**config.mk**
```make
export PLATFORM = sky130hd
export DESIGN_NAME = dsp_2int8_mac_ctrl_flat
export DESIGN_NICKNAME = d
export VERILOG_FILES = /design/src/rtl/dsp_2int8_mac_ctrl_if.sv /design/src/rtl/dsp_2int8_mac_ctrl.sv /design/src/flat_wrapper.sv
export SDC_FILE = /design/constraint.sdc
export NUM_CORES = 1
export LEC_CHECK = 0
export BUFFER_PORTS_ARGS = -buffer_cell sky130_fd_sc_hd__buf_2
export CAP_MARGIN = 5
export CORE_MARGIN = 4
export CORE_UTILIZATION = 32
export CTS_CLUSTER_DIAMETER = 80
export DETAILED_ROUTE_END_ITERATION = 16
export GPL_TIMING_DRIVEN = 1
export PLACE_DENSITY = 0.57
export SETUP_SLACK_MARGIN = 0.2
export SLEW_MARGIN = 5
export SYNTH_ARGS = -nofsm -noshare
export SYNTH_HDL_FRONTEND = slang
export SYNTH_SLANG_ARGS = --single-unit
```
**constraint.sdc**
```tcl
create_clock -name clk -period 3.1 [get_ports clk]
set_input_delay 0.465 -clock clk [delete_from_list [all_inputs] [get_ports clk]]
set_output_delay 0.465 -clock clk [all_outputs]
set_load 0.05 [all_outputs]
```
**src/rtl/dsp_2int8_mac_ctrl_if.sv**
```systemverilog
`default_nettype none
// ============================================================================
//  Module   : dsp_2int8_mac_ctrl_if
//  Brief    : Element input, DSP operand/product and result bundle for
//             dsp_2int8_mac_ctrl.
//  Revision : 1.0  initial release
// ============================================================================
interface dsp_2int8_mac_ctrl_if #(
  parameter int ACC_W = 24,
  parameter int CNT_W = 10
);
  logic             in_valid;
  logic             in_ready;
  logic [7:0]       in_a;
  logic [7:0]       in_d;
  logic [7:0]       in_b;
  logic             in_last;
  logic [7:0]       dsp_din_a;
  logic [7:0]       dsp_din_d;
  logic [7:0]       dsp_din_b;
  logic [15:0]      dsp_dout_ab;
  logic [15:0]      dsp_dout_db;
  logic             out_valid;
  logic             out_ready;
  logic [ACC_W-1:0] out_acc_ab;
  logic [ACC_W-1:0] out_acc_db;
  logic [CNT_W-1:0] out_count;

  modport slave (
    input  in_valid, in_a, in_d, in_b, in_last,
    input  dsp_dout_ab, dsp_dout_db, out_ready,
    output in_ready, dsp_din_a, dsp_din_d, dsp_din_b,
    output out_valid, out_acc_ab, out_acc_db, out_count
  );

  modport master (
    output in_valid, in_a, in_d, in_b, in_last,
    output dsp_dout_ab, dsp_dout_db, out_ready,
    input  in_ready, dsp_din_a, dsp_din_d, dsp_din_b,
    input  out_valid, out_acc_ab, out_acc_db, out_count
  );
endinterface
`default_nettype wire

```
**src/rtl/dsp_2int8_mac_ctrl.sv**
```systemverilog
`default_nettype none
// ============================================================================
//  Module   : dsp_2int8_mac_ctrl
//  Brief    : Streams INT8 (a,d,b) triples into a dual-product DSP and sums
//             a*b and d*b per vector. Define SAT_ACC_EN to saturate sums.
//  Revision : 1.0  initial release
// ============================================================================
module dsp_2int8_mac_ctrl #(
  parameter int DSP_LAT = 3,
  parameter int ACC_W   = 24,
  parameter int CNT_W   = 10
) (
  input  logic                 clk,
  input  logic                 rst,
  dsp_2int8_mac_ctrl_if.slave  bus
);

  typedef enum logic [1:0] {
    IDLE  = 2'd0,
    RUN   = 2'd1,
    DRAIN = 2'd2,
    DONE  = 2'd3
  } state_t;

  state_t                   state_q, state_d;
  logic                     in_ready_q, in_ready_d;
  logic                     out_valid_q, out_valid_d;
  logic [7:0]               din_a_q, din_a_d;
  logic [7:0]               din_d_q, din_d_d;
  logic [7:0]               din_b_q, din_b_d;
  logic [DSP_LAT:0]         tag_v_q, tag_v_d;
  logic [DSP_LAT:0]         tag_l_q, tag_l_d;
  logic signed [ACC_W-1:0]  acc_ab_q, acc_ab_d;
  logic signed [ACC_W-1:0]  acc_db_q, acc_db_d;
  logic [CNT_W-1:0]         cnt_q, cnt_d;
  logic                     accept;

`ifdef SAT_ACC_EN
  localparam logic signed [ACC_W-1:0] c_acc_max = {1'b0, {(ACC_W-1){1'b1}}};
  localparam logic signed [ACC_W-1:0] c_acc_min = {1'b1, {(ACC_W-1){1'b0}}};

  // One guard bit exposes overflow; clamp toward the sign of the true sum.
  function automatic logic signed [ACC_W-1:0] acc_add(
    input logic signed [ACC_W-1:0] acc,
    input logic signed [15:0]      prod
  );
    logic signed [ACC_W:0] sum;
    sum = (ACC_W+1)'(acc) + (ACC_W+1)'(prod);
    if (sum[ACC_W] != sum[ACC_W-1])
      return sum[ACC_W] ? c_acc_min : c_acc_max;
    return sum[ACC_W-1:0];
  endfunction
`else
  function automatic logic signed [ACC_W-1:0] acc_add(
    input logic signed [ACC_W-1:0] acc,
    input logic signed [15:0]      prod
  );
    return acc + (ACC_W)'(prod);
  endfunction
`endif

  always_comb begin
    accept      = bus.in_valid && in_ready_q;
    state_d     = state_q;
    din_a_d     = accept ? bus.in_a : 8'd0;
    din_d_d     = accept ? bus.in_d : 8'd0;
    din_b_d     = accept ? bus.in_b : 8'd0;
    // Tags enter with the operands and reach the top as the products appear.
    tag_v_d     = {tag_v_q[DSP_LAT-1:0], accept};
    tag_l_d     = {tag_l_q[DSP_LAT-1:0], accept && bus.in_last};
    acc_ab_d    = acc_ab_q;
    acc_db_d    = acc_db_q;
    cnt_d       = cnt_q;

    if (tag_v_q[DSP_LAT]) begin
      acc_ab_d = acc_add(acc_ab_q, $signed(bus.dsp_dout_ab));
      acc_db_d = acc_add(acc_db_q, $signed(bus.dsp_dout_db));
      cnt_d    = cnt_q + CNT_W'(1);
    end

    case (state_q)
      IDLE: begin
        if (accept)
          state_d = bus.in_last ? DRAIN : RUN;
      end
      RUN: begin
        if (accept && bus.in_last)
          state_d = DRAIN;
      end
      DRAIN: begin
        if (tag_v_q[DSP_LAT] && tag_l_q[DSP_LAT])
          state_d = DONE;
      end
      DONE: begin
        if (out_valid_q && bus.out_ready) begin
          state_d  = IDLE;
          acc_ab_d = '0;
          acc_db_d = '0;
          cnt_d    = '0;
        end
      end
      default: state_d = IDLE;
    endcase

    in_ready_d  = (state_d == IDLE) || (state_d == RUN);
    // out_valid lags DONE entry by a cycle, so a ready already high on entry
    // cannot complete a handshake before the consumer has seen valid.
    out_valid_d = (state_q == DONE) && !(out_valid_q && bus.out_ready);
  end

  always_ff @(posedge clk or posedge rst) begin
    if (rst) begin
      state_q     <= IDLE;
      in_ready_q  <= 1'b0;
      out_valid_q <= 1'b0;
      din_a_q     <= '0;
      din_d_q     <= '0;
      din_b_q     <= '0;
      tag_v_q     <= '0;
      tag_l_q     <= '0;
      acc_ab_q    <= '0;
      acc_db_q    <= '0;
      cnt_q       <= '0;
    end else begin
      state_q     <= state_d;
      in_ready_q  <= in_ready_d;
      out_valid_q <= out_valid_d;
      din_a_q     <= din_a_d;
      din_d_q     <= din_d_d;
      din_b_q     <= din_b_d;
      tag_v_q     <= tag_v_d;
      tag_l_q     <= tag_l_d;
      acc_ab_q    <= acc_ab_d;
      acc_db_q    <= acc_db_d;
      cnt_q       <= cnt_d;
    end
  end

  assign bus.in_ready   = in_ready_q;
  assign bus.out_valid  = out_valid_q;
  assign bus.dsp_din_a  = din_a_q;
  assign bus.dsp_din_d  = din_d_q;
  assign bus.dsp_din_b  = din_b_q;
  assign bus.out_acc_ab = acc_ab_q;
  assign bus.out_acc_db = acc_db_q;
  assign bus.out_count  = cnt_q;

endmodule
`default_nettype wire

```
**src/flat_wrapper.sv**
```systemverilog
// flat-port wrapper written by rule: the top's interface ports become plain ports
module dsp_2int8_mac_ctrl_flat 
#(
  parameter int DSP_LAT = 3,
  parameter int ACC_W   = 24,
  parameter int CNT_W   = 10
)
  (clk, rst, bus_in_valid, bus_in_a, bus_in_d, bus_in_b, bus_in_last, bus_dsp_dout_ab, bus_dsp_dout_db, bus_out_ready, bus_in_ready, bus_dsp_din_a, bus_dsp_din_d, bus_dsp_din_b, bus_out_valid, bus_out_acc_ab, bus_out_acc_db, bus_out_count);
  dsp_2int8_mac_ctrl_if #(.ACC_W(ACC_W), .CNT_W(CNT_W)) bus_i ();
  input  logic clk;
  input  logic rst;
  input wire logic [$bits(bus_i.in_valid)-1:0] bus_in_valid;
  input wire logic [$bits(bus_i.in_a)-1:0] bus_in_a;
  input wire logic [$bits(bus_i.in_d)-1:0] bus_in_d;
  input wire logic [$bits(bus_i.in_b)-1:0] bus_in_b;
  input wire logic [$bits(bus_i.in_last)-1:0] bus_in_last;
  input wire logic [$bits(bus_i.dsp_dout_ab)-1:0] bus_dsp_dout_ab;
  input wire logic [$bits(bus_i.dsp_dout_db)-1:0] bus_dsp_dout_db;
  input wire logic [$bits(bus_i.out_ready)-1:0] bus_out_ready;
  output wire logic [$bits(bus_i.in_ready)-1:0] bus_in_ready;
  output wire logic [$bits(bus_i.dsp_din_a)-1:0] bus_dsp_din_a;
  output wire logic [$bits(bus_i.dsp_din_d)-1:0] bus_dsp_din_d;
  output wire logic [$bits(bus_i.dsp_din_b)-1:0] bus_dsp_din_b;
  output wire logic [$bits(bus_i.out_valid)-1:0] bus_out_valid;
  output wire logic [$bits(bus_i.out_acc_ab)-1:0] bus_out_acc_ab;
  output wire logic [$bits(bus_i.out_acc_db)-1:0] bus_out_acc_db;
  output wire logic [$bits(bus_i.out_count)-1:0] bus_out_count;
  assign bus_i.in_valid = bus_in_valid;
  assign bus_i.in_a = bus_in_a;
  assign bus_i.in_d = bus_in_d;
  assign bus_i.in_b = bus_in_b;
  assign bus_i.in_last = bus_in_last;
  assign bus_i.dsp_dout_ab = bus_dsp_dout_ab;
  assign bus_i.dsp_dout_db = bus_dsp_dout_db;
  assign bus_i.out_ready = bus_out_ready;
  assign bus_in_ready = bus_i.in_ready;
  assign bus_dsp_din_a = bus_i.dsp_din_a;
  assign bus_dsp_din_d = bus_i.dsp_din_d;
  assign bus_dsp_din_b = bus_i.dsp_din_b;
  assign bus_out_valid = bus_i.out_valid;
  assign bus_out_acc_ab = bus_i.out_acc_ab;
  assign bus_out_acc_db = bus_i.out_acc_db;
  assign bus_out_count = bus_i.out_count;
  dsp_2int8_mac_ctrl #(.DSP_LAT(DSP_LAT), .ACC_W(ACC_W), .CNT_W(CNT_W)) u_core (.clk(clk), .rst(rst), .bus(bus_i));
endmodule
```
==> metrics.md <==
| Metric | Value |
|---|---|
| I/O pin count | between 100 and 150 |
| Layout cells sized above 1 | 26.5% |
| Multi-input gate area | ~3400 um^2 |
| Synth Net Count | around 730 |
| Die Y | 143 um |
| Actual slew at the worst max-slew pin | 869 ps |
| Register area | 2360 um^2 |
| Clock-pin slew on the worst setup and hold paths | 80 ps |
| Final Setup Violations | 0 |
| Max VDD drop | slightly above 500 uV |
| Most frequent cells in the layout | buf_2, dfrtp_1, nor2_1, a21oi_1, ha_1 |
| H-tree depth | 3 |
| Final min period | around 2800 ps |
| Register area share after synthesis | approximately two fifths |
| Global-route wire length before repair | roughly 25 mm |
| Port-buffer cells | approximately 140 |
| Root Driver | clkbuf_16 |
| RSZ-0062 raised after global routing | yes |
| Hold-fix buffers, CTS | 0 |
| Antenna cells | 0 |
| Post-Syn Instances | around 600 |
| Via count | 5106 |
| Top FF cell, synth | dfrtp_1 |
| Crit path kind | reg2reg |
| Commonest non-fill, non-tap cell in the layout | buf_2 |
| Skew-Pair Late Insertion Delay | ~350 ps |
| WP data arrival | ~3000 ps |
| CTS Sinks | between 90 and 100 |
| Critical Path Start Type | flip-flop |
| Clock Skew | between 9 and 10 ps |
| Full die area | slightly above 20000 um^2 |
| Distinct cells, synth | 58 |
| Nets@finish | a little under 900 |
| Max clock buf depth | 2 |
| Grt ovf | 0 |
| Status | finished, final reports clean |
| Die W | roughly 140 um |
| Initial Utilization | 32.5% |
| Initial antenna violation count | 0 |
| Worst Hold Class | in2async |
| FFs w/ async S/R, synth | 100% |
| Fill cells | approximately 1900 |
| CP max stage cell | dfrtp_2 |
| Drt first pass iters | 5 |
| Worst Setup End Kind | flip-flop |
| Core Rows | roughly 50 |
| LEAKAGE | approximately 3.5 nW |
| Cell breakdown of the critical path | ha_4 -> fa_2 -> a211oi_2 -> o21ai_2 -> a2111o_1 -> a31oi_4 -> nor4_2 -> o31a_1 -> o211a_1 -> nor3_2 |
| Syn Std Cell Area | 5840 um^2 |
| Gpl congestion | 0.844 |
| Gr usage total | between 15 and 20% |
| Inserted Clock Buffers | 9 |
| Largest net degree at the start of global routing | 46 |
| Power per Cell Area | about 1200 nW/um^2 |
| Yosys warnings | 0 |
| Mean Syn Cell Area | roughly 9.5 um^2 |
| EDFF count, synth | 0 |
| Post-Layout Cell Count | about 1000 |
| Max_cap viols | 0 |
| Worst relative slew slack | roughly two fifths |
| Vias in the first global route | a little over 5000 |
| Tcrit/Tclk final | 89.2% |
| Hpwl dp | 11.2 mm |
| Slew Limit Fails | 0 |
| Post-route ant nets | 0 |
| Post-placement cell count | just under 1000 |
| Yosys reg bits | 94 |
| Setup TNS | 0 ps |
| Worst EP required | around 3400 ps |
| Worst path max stage delay | between 400 and 500 ps |
| Routed len/inst | between 15 and 20 um |
| DR iter-0 viols | ~250 |
| # DRC | 0 |
| Crit-path max FO | 4 |
| Post-Route WL | around 15 mm |
| Area grow syn2layout | 23.5% |
| Max Clk Rate | around 360 MHz |
| Fin. Hold Viols | 0 |
| CTS tree | done |
| Core area | approximately 18000 um^2 |
| Vias per cell | 5.13 |
power breakdown:
| group | switching, W | internal [W] | total, W |
|---|---|---|---|
| logic | 0.00359 | 0.00188 | 0.00547 |
| clock network | 0.000557 | 0.000571 | 0.00113 |
| registers | 0.000429 | 0.00168 | 0.00211 |
repair_timing:
action                     CTS  global route
pin swaps                    2             7
setup endpoints to repair    1             6
gates resized for setup      1             9
setup buffers                2             1
registers in the layout, indices dropped and copies added (netlist names):
| name | count |
|---|---|
| u_core.bus.out_acc_ab | 24 |
| u_core.bus.out_acc_db | 24 |
| u_core.bus.out_count | 10 |
| u_core.bus.dsp_din_a | 8 |
| u_core.bus.dsp_din_b | 8 |
| u_core.bus.dsp_din_d | 8 |
| u_core.tag_l_q | 4 |
| u_core.tag_v_q | 4 |
| u_core.state_q | 2 |
| u_core.bus.in_ready | 1 |
| u_core.bus.out_valid | 1 |
critical path: cells and delay by family (launching register included):
| kind | cells | cell delay (ps) |
|---|---|---|
| DFF | 1 | 430 |
| adders and majority gates | 2 | 550 |
| AOI/OAI and AO/OA | 6 | 1540 |
| and+or+nand+nor | 2 | 150 |
cells in the mapped netlist, types with 4 or more instances:
cell type  number  area [um^2]
clkbuf_1       14         52.6
nand3_1        19         95.1
a31oi_1         8         50.1
dfrtp_1        94         2350
nor3_1         11         55.1
and3_1         34          213
o31ai_1         4         30.0
nand2_1        37          139
nand4_1         7         43.8
o211ai_1        6         45.0
o21bai_1       12         90.1
xnor2_1        28          245
mux2i_1        21          210
nor2_1         75          282
a21o_1         14          105
buf_1           7         26.3
xor2_1         14          123
inv_1          11         41.3
ha_1           47          588
o21ai_0        33          165
a21oi_1        51          255
a211oi_1       13         97.6
worst paths after layout:
kind                       slack (ps)                startpoint                        end  cells past startpoint
setup / recovery                  330  u_core.bus.out_acc_db[0]  u_core.bus.out_acc_db[20]                     10
hold / removal                    300                       rst    u_core.bus.dsp_din_b[1]                      2
max in group asynchronous        2090                       rst   u_core.bus.out_acc_db[0]                      3
setup reg to reg                  330  u_core.bus.out_acc_db[0]  u_core.bus.out_acc_db[20]                     10
min in group clk                  320             bus_out_ready       u_core.bus.out_valid                      2
hold reg to reg                   350         u_core.tag_l_q[2]          u_core.tag_l_q[3]                      0
routing by layer:
layer	global-route usage, %	wire length [um]	up-vias
li1	-	-	2546
met1	20.2	7060	2400
met2	24.4	6840	143
met3	5.22	1190	17
met4	3.00	168	0
met5	0	0	-
metrics by stage:
stage	total power [W]	hold slack (ps)	area [um^2]	worst slack [ps]	utilization, %
finish	0.00871	295	7220	335	40.2
global route	0.00946	326	7220	155	40.2
floorplan	0.00633	331	5850	173	-
CTS	0.00875	308	7170	209	39.9
detailed placement	0.00754	335	6850	33.9	38.2
global placement	0.00752	331	6850	84.1	38.2
final cells by class:
cell class                 count  share of cell area (%)
clock buffer                   9                    3.12
clock inverter                 7                   0.988
inverter                      11                   0.624
multi-input combinational    486                    46.8
sequential                    94                    32.7
tap                          229                    3.97
timing repair buffer         160                    11.8
cells by family (layout without fill, tap and decap cells):
| logic type | Yosys count | after routing | share of synthesized area [%] |
|---|---|---|---|
| XOR/XNOR | 42 | 42 | 6.30 |
| AND/OR/NAND/NOR | 205 | 205 | 16.9 |
| multiplexers | 22 | 22 | 3.79 |
| AO/OA/AOI/OAI | 168 | 168 | 19.3 |
| buffers and inverters | 35 | 187 | 2.76 |
| flip-flops | 94 | 94 | 40.3 |
| adder cells (fa/ha/maj) | 49 | 49 | 10.8 |
No activity file was read; power rests on OpenSTA's default activity.
